==> src/rtl/t07_flag_controller.sv <==
// -----------------------------------------------------------------------------
// t07_flag_controller
//
// Owns the 8x8 flag bitmap of the minesweeper board.
//   * Game-logic side: flag-toggle requests are serialised through a small FSM
//     (IDLE -> CHECK -> UPDATE). The FSM enforces the flag budget, refuses to
//     place a flag on a revealed cell and can wipe the board row by row (CLEAR).
//   * VGA side: a two-stage pipeline maps pixel (x,y) to a board cell and
//     reports whether that cell is flagged, for the flag sprite generator.
//
// Ports
//   clk           in   system clock, rising edge
//   nrst          in   asynchronous active-low reset
//   toggle_req    in   toggle request for (cur_x,cur_y), held until toggle_ack
//   cur_x/cur_y   in   cursor cell column / row
//   cur_revealed  in   reveal status of the cursor cell
//   clear_req     in   one-cycle pulse, clears every flag
//   toggle_ack    out  one-cycle completion pulse of a toggle
//   toggle_result out  01 placed, 10 removed, 11 rejected (valid with ack)
//   busy          out  FSM is not in IDLE
//   flag_count    out  number of flags currently set
//   flags_full    out  flag_count == MAX_FLAGS
//   x/y           in   pixel column / row
//   pix_in_board  out  pixel lies inside the board (2-cycle latency)
//   pix_flagged   out  pixel's cell holds a flag      (2-cycle latency)
//   pix_cell_x/y  out  cell column / row of the pixel (2-cycle latency)
// -----------------------------------------------------------------------------
module t07_flag_controller #(
  parameter int ORIGIN    = 18,
  parameter int CELL      = 36,
  parameter int MAX_FLAGS = 10
) (
  input  logic       clk,
  input  logic       nrst,
  input  logic       toggle_req,
  input  logic [2:0] cur_x,
  input  logic [2:0] cur_y,
  input  logic       cur_revealed,
  input  logic       clear_req,
  output logic       toggle_ack,
  output logic [1:0] toggle_result,
  output logic       busy,
  output logic [6:0] flag_count,
  output logic       flags_full,
  input  logic [8:0] x,
  input  logic [8:0] y,
  output logic       pix_in_board,
  output logic       pix_flagged,
  output logic [2:0] pix_cell_x,
  output logic [2:0] pix_cell_y
);

  localparam logic [6:0] MAX_CNT   = 7'(MAX_FLAGS);
  localparam logic [9:0] BOARD_LO  = 10'(ORIGIN);
  localparam logic [9:0] BOARD_HI  = 10'(ORIGIN + 8 * CELL);

  localparam logic [1:0] RES_NONE   = 2'b00;
  localparam logic [1:0] RES_PLACE  = 2'b01;
  localparam logic [1:0] RES_REMOVE = 2'b10;
  localparam logic [1:0] RES_REJECT = 2'b11;

  typedef enum logic [1:0] {
    ST_IDLE   = 2'd0,
    ST_CHECK  = 2'd1,
    ST_UPDATE = 2'd2,
    ST_CLEAR  = 2'd3
  } state_e;

  // Cell index along one axis by thermometer compare against the 7 inner
  // cell boundaries; pixels left of the board fold to 0, right of it to 7.
  function automatic logic [2:0] cell_index(input logic [8:0] p);
    logic [2:0] idx;
    idx = 3'd0;
    for (int k = 1; k < 8; k++) begin
      if ({1'b0, p} >= 10'(ORIGIN + k * CELL)) begin
        idx = idx + 3'd1;
      end else begin
        idx = idx;
      end
    end
    return idx;
  endfunction

  // Half-open interval test of one pixel coordinate against the board span.
  function automatic logic on_board(input logic [8:0] p);
    return ({1'b0, p} >= BOARD_LO) && ({1'b0, p} < BOARD_HI);
  endfunction

  // FSM and bitmap state. Bitmap bit index = {row, col}.
  state_e      state_q,    state_d;
  logic [63:0] bitmap_q,   bitmap_d;
  logic [6:0]  count_q,    count_d;
  logic [2:0]  clr_row_q,  clr_row_d;
  logic [2:0]  lat_x_q,    lat_x_d;
  logic [2:0]  lat_y_q,    lat_y_d;
  logic        lat_rev_q,  lat_rev_d;
  logic        lat_bit_q,  lat_bit_d;
  logic [1:0]  res_q,      res_d;
  logic        ack_q,      ack_d;

  // Pixel pipeline registers.
  logic [2:0]  s1_col_q,   s1_row_q;
  logic        s1_inb_q;
  logic [2:0]  s2_col_q,   s2_row_q;
  logic        s2_inb_q,   s2_flag_q;

  logic [5:0]  lat_idx_s;
  assign lat_idx_s = {lat_y_q, lat_x_q};

  // FSM next-state, bitmap/count update and ack/result generation.
  always_comb begin
    state_d   = state_q;
    bitmap_d  = bitmap_q;
    count_d   = count_q;
    clr_row_d = clr_row_q;
    lat_x_d   = lat_x_q;
    lat_y_d   = lat_y_q;
    lat_rev_d = lat_rev_q;
    lat_bit_d = lat_bit_q;
    res_d     = RES_NONE;
    ack_d     = 1'b0;

    case (state_q)
      ST_IDLE: begin
        // Clear has priority; a simultaneous toggle stays pending on the
        // held toggle_req and is picked up once the clear finishes.
        if (clear_req) begin
          clr_row_d = 3'd0;
          state_d   = ST_CLEAR;
        end else if (toggle_req) begin
          lat_x_d   = cur_x;
          lat_y_d   = cur_y;
          lat_rev_d = cur_revealed;
          lat_bit_d = bitmap_q[{cur_y, cur_x}];
          state_d   = ST_CHECK;
        end else begin
          state_d   = ST_IDLE;
        end
      end

      ST_CHECK: begin
        // Result and ack are registered here so they appear in UPDATE.
        ack_d   = 1'b1;
        state_d = ST_UPDATE;
        if (lat_bit_q) begin
          res_d = RES_REMOVE;
        end else if (lat_rev_q) begin
          res_d = RES_REJECT;
        end else if (count_q >= MAX_CNT) begin
          res_d = RES_REJECT;
        end else begin
          res_d = RES_PLACE;
        end
      end

      ST_UPDATE: begin
        state_d = ST_IDLE;
        case (res_q)
          RES_PLACE: begin
            // Guard keeps the count inside the budget even if res_q were corrupted.
            if (count_q < MAX_CNT) begin
              bitmap_d[lat_idx_s] = 1'b1;
              count_d             = count_q + 7'd1;
            end else begin
              count_d = count_q;
            end
          end
          RES_REMOVE: begin
            if (count_q != 7'd0) begin
              bitmap_d[lat_idx_s] = 1'b0;
              count_d             = count_q - 7'd1;
            end else begin
              count_d = count_q;
            end
          end
          default: begin
            count_d = count_q;
          end
        endcase
      end

      ST_CLEAR: begin
        bitmap_d[{clr_row_q, 3'b000} +: 8] = 8'h00;
        if (clr_row_q == 3'd7) begin
          count_d   = 7'd0;
          clr_row_d = 3'd0;
          state_d   = ST_IDLE;
        end else begin
          clr_row_d = clr_row_q + 3'd1;
          state_d   = ST_CLEAR;
        end
      end

      default: begin
        state_d = ST_IDLE;
      end
    endcase
  end

  // FSM, bitmap and toggle-handshake registers.
  always_ff @(posedge clk or negedge nrst) begin
    if (!nrst) begin
      state_q   <= ST_IDLE;
      bitmap_q  <= 64'd0;
      count_q   <= 7'd0;
      clr_row_q <= 3'd0;
      lat_x_q   <= 3'd0;
      lat_y_q   <= 3'd0;
      lat_rev_q <= 1'b0;
      lat_bit_q <= 1'b0;
      res_q     <= RES_NONE;
      ack_q     <= 1'b0;
    end else begin
      state_q   <= state_d;
      bitmap_q  <= bitmap_d;
      count_q   <= count_d;
      clr_row_q <= clr_row_d;
      lat_x_q   <= lat_x_d;
      lat_y_q   <= lat_y_d;
      lat_rev_q <= lat_rev_d;
      lat_bit_q <= lat_bit_d;
      res_q     <= res_d;
      ack_q     <= ack_d;
    end
  end

  // Pixel stage 1: coordinate-to-cell mapping and board window test.
  always_ff @(posedge clk or negedge nrst) begin
    if (!nrst) begin
      s1_col_q <= 3'd0;
      s1_row_q <= 3'd0;
      s1_inb_q <= 1'b0;
    end else begin
      s1_col_q <= cell_index(x);
      s1_row_q <= cell_index(y);
      s1_inb_q <= on_board(x) && on_board(y);
    end
  end

  // Pixel stage 2: bitmap lookup. Reads bitmap_q, i.e. the value before any
  // write landing on the same edge; a half-cleared board may show briefly.
  always_ff @(posedge clk or negedge nrst) begin
    if (!nrst) begin
      s2_col_q  <= 3'd0;
      s2_row_q  <= 3'd0;
      s2_inb_q  <= 1'b0;
      s2_flag_q <= 1'b0;
    end else begin
      s2_col_q  <= s1_col_q;
      s2_row_q  <= s1_row_q;
      s2_inb_q  <= s1_inb_q;
      s2_flag_q <= s1_inb_q && bitmap_q[{s1_row_q, s1_col_q}];
    end
  end

  assign toggle_ack    = ack_q;
  assign toggle_result = res_q;
  assign busy          = (state_q != ST_IDLE);
  assign flag_count    = count_q;
  assign flags_full    = (count_q == MAX_CNT);
  assign pix_in_board  = s2_inb_q;
  assign pix_flagged   = s2_flag_q;
  assign pix_cell_x    = s2_col_q;
  assign pix_cell_y    = s2_row_q;

endmodule

==> config.mk <==
export PLATFORM = sky130hd
export DESIGN_NAME = t07_flag_controller
export DESIGN_NICKNAME = d
export VERILOG_FILES = /design/src/rtl/t07_flag_controller.sv
export SDC_FILE = /design/constraint.sdc
export NUM_CORES = 1
export LEC_CHECK = 0
export CORE_MARGIN = 5
export CORE_UTILIZATION = 40
export DETAILED_ROUTE_END_ITERATION = 7
export DONT_BUFFER_PORTS = 1
export MAX_ROUTING_LAYER = met4
export PLACE_DENSITY = 0.61
export SETUP_SLACK_MARGIN = 0.2
export SLEW_MARGIN = 25
export SYNTH_ARGS = -nofsm -noshare
export SYNTH_HDL_FRONTEND = slang
export SYNTH_SLANG_ARGS = --single-unit
==> constraint.sdc <==
create_clock -name clk -period 7.2 [get_ports clk]
set_input_delay 1.8 -clock clk [delete_from_list [all_inputs] [get_ports clk]]
set_output_delay 1.8 -clock clk [all_outputs]
set_load 0.03 [all_outputs]
==> reports/results.md <==
| Result | This run | Unit |
|:---|:---|:---|
| Synth top area cells | dfrtp_1 37%, o21ai_0 11%, mux4_2 8.9% | - |
| Final HPWL DP | 13500 | um |
| Fill cells | 1597 | - |
| Yosys Warn Count | 0 | - |
| Worst Setup Slack post-DPL | 1.47 | ns |
| Ratio of cells with drive above 1 in the final layout | 10.0 | % |
| Final instance count without filler cells | 908 | - |
| Top flip-flop cell by instance count after synthesis | dfrtp_1 | - |
| CP max FO | 7 | - |
| Slack of the critical path | 1.82 | ns |
| Count of buffers inserted at the top-level ports | 0 | - |
| Antenna fix cells | 0 | - |
| Tightest Hold Check Type | reg -> reg | - |
| Core ar. | 0.0167 | sq mm |
| Yosys top cell area share | 37.2 | % |
| Number of cell rows | 47 | - |
| Mean instance size in the synthesized netlist | 9.65 | sq um |
| Synth cell count leaders | 144 x o21ai_0, 102 x dfrtp_1, 85 x a21oi_1 | - |
| Post-synth EDFFs | 0 | - |
| Launch instance of the worst register-to-register path | toggle_result[0] | - |
| Nets@finish | 741 | - |
| Ratio of routed vias to standard cells | 6.41 | - |
| Cell repeated most along the worst path | ha_1 | - |
| Vias post-DR | 5817 | - |
| Launch point of the worst hold path | s1_inb_q | - |
| CTS Hold Buffers Added | 0 | - |
| Area added between synthesis and finish | 6.76 | % |
| Number of cells on the worst reg-to-reg path | 8 | - |
| Sort of element at the end of the critical path | flop | - |
| Resized cells post-CTS | 0 | - |
| Status | complete, no violations | - |
| Synthesized netlist cell count | 710 | - |
| Per-cell routed wire length | 21.7 | um |
| Post-Route Utilization | 43.8 | % |
| DRC | 0 | - |
| Placed Cells | 892 | - |
| Antenna violations before repair | 0 | - |
| Via count of the first global-routing pass | 5524 | - |
| Clock-pin slew on the worst setup and hold paths | 0.07 | ns |
| Number of nets in the synthesized netlist | 768 | - |
| Number of cells on the worst hold path | 0 | - |
| Max-slew violations | 0 | - |
| Antenna violation net count after detailed routing | 0 | - |
| Launching instance or port of the critical path | x[7] | - |
| Pin count of the biggest net entering global routing | 103 | - |
| Longest Clk Path Bufs | 2 | - |
| Finished Cell Area | 0.00732 | sq mm |
| Cell area after synthesis | 0.00685 | sq mm |
| Clock sink count | 102 | - |
| Ordered list of cells on the worst path | or3_1, a31oi_1, inv_1, ha_1, inv_1, o211ai_1, a21boi_0, ha_1, nand3_1, a311o_1, o211ai_1, inv_1, ha_1, nand2_1, o21ai_0, ha_1, nand3_1, xor2_1, xnor3_1, xnor2_1 | - |
| Clock latency of the later-clocked register in the worst-skew pair | 0.36 | ns |
| R2R Setup Slk | 3.35 | ns |
| Die X | 141 | um |
| Cell taking the most area after synthesis | dfrtp_1 | - |
| Synthesis-stage register bit count | 102 | - |
| Unrepaired setup endpoints after global routing | no | - |
| Count of final setup violators | 0 | - |
| Overall track demand over capacity in global routing | 20.5 | % |
| Clock root buffer | clkbuf_16 | - |
| Tightest Pin Transition | 1.08 | ns |
| Total power per unit cell area | 387 | mW/mm^2 |
| Smallest hold slack | 0.382 | ns |
| Placed Instance Area | 0.00698 | sq mm |
| Pwr Total | 2.83 | mW |
| Startpoint type of the worst setup path | input pin | - |
| Proportion of synthesized chip area in sequential cells | 37.2 | % |
| Grt total ovfl | 0 | - |
| Worst clock skew | 0.0131 | ns |
| I/O pin count | 49 | - |
| Initial DRC Count | 647 | - |
| Arrival time of the worst setup path | 5.62 | ns |
| Leak Pwr | 3.11 | nW |
| Count leader, synth | o21ai_0 | - |
| First-pass GRT wire length | 31000 | um |
| Share of flip-flops with an asynchronous set or reset after synthesis | 100 | % |
| Cts bufs inserted | 9 | - |
| Clock tree from TritonCTS | done | - |
| Summed negative setup slack over all endpoints | 0 | ns |
| Crit path required time | 7.44 | ns |
| Setup Crit Path Kind | in -> reg | - |
| Count of endpoints failing hold in the final timing report | 0 | - |
| Routability congestion estimate | 0.889 | - |
| Capture point of the worst reg-to-reg path | bitmap_q[39] | - |
| Max rail drop VDD | 0.216 | mV |
| CP max-delay cell | or3_1 | - |
| Starting density of the core | 41.0 | % |
| Number of maximum-capacitance violations | 0 | - |
| Pre-antenna DRT Iters | 5 | - |
| CP peak stage delay | 0.38 | ns |
| Die footprint | 0.0199 | sq mm |
| Fraction of the cycle the final worst path needs | 74.8 | % |
| Highest attainable clock frequency | 0.186 | GHz |
| Worst Hold End | pix_in_board | - |
| CTS H-Tree Depth | 3 | - |
| Worst slew slack as a fraction of its limit | 27.4 | % |
| Minimum period implied by the final worst setup slack | 5.38 | ns |
| Synth unique cells | 61 | - |
| Die outline height | 141 | um |
| Number of buffers inserted by post-CTS setup repair | 0 | - |
| Total Routed Length | 19700 | um |
-- logic make-up after synthesis --
family / count (synthesis) / synth area share, %
AOI/OAI and AO/OA: 286 / 23.6
xor gates and xnor gates: 18 / 2.70
adders and majority gates: 29 / 5.40
buffers and inverters: 71 / 4.22
DFF: 102 / 37.2
muxes: 53 / 15.9
and+or+nand+nor: 151 / 10.9
-- placed cells by master (no fill, tap or decap), types with 6 or more instances in the layout --
cell type and instances:
mux4_2 27, mux2_2 8, ha_1 28, and3_1 10, mux4_1 13, a21o_1 6, o21ai_0 144, xnor2_1 8
dfrtp_1 102, xor2_1 8, inv_1 29, a21oi_1 85, nand2_1 48, nor2_1 27, o211ai_1 6, nand3_1 18
clkbuf_16 9, nor3_1 7
-- where the power goes --
group	internal, mW	leakage (nW)	switching, mW
clock	0.304	0.157	0.222
combinational	0.472	1.59	0.737
sequential	0.769	1.35	0.324
-- registers in the layout, indices dropped and copies added, names as in the netlist, 2 cells and up --
name	cells
s1_row_q	3
toggle_result	2
flag_count	7
lat_y_q	3
clr_row_q	3
pix_cell_y	3
state_q	2
pix_cell_x	3
lat_x_q	3
bitmap_q	64
s1_col_q	3
-- how the worst max path moves through the flow --
stage                             end  cells past startpoint
after floorplan           s1_col_q[2]                     21
after global placement    s1_col_q[2]                     20
after detailed placement  s1_col_q[2]                     20
after CTS                 s1_col_q[2]                     20
after global routing      s1_col_q[2]                     20
final                     s1_col_q[2]                     20
-- layer usage --
layer	up-vias	global-route usage, %	share of wire, %
li1	2617	-	-
met3	47	4.71	9.0
met5	-	-	0
met1	2883	25.7	40
met4	0	7.96	3.0
met2	270	32.6	48
-- critical path, delay by kind of cell --
kind | cells | cell delay (ns)
adder cells (fa/ha/maj) | 4 | 1.06
XOR/XNOR | 3 | 0.66
AO/OA/AOI/OAI | 6 | 1.18
buffers and inverters | 3 | 0.26
AND/OR/NAND/NOR | 4 | 0.64
-- area by class of cell --
cell class                 count  area [sq um]  share of cell area [%]
clock buffer                  10           229                    3.13
clock inverter                 6          83.8                    1.15
timing repair buffer           4          30.0                   0.410
inverter                      29           109                    1.49
multi-input combinational    537          4040                    55.2
sequential                   102          2550                    34.9
tap                          220           275                    3.76
(Power assumes the default switching activity.)
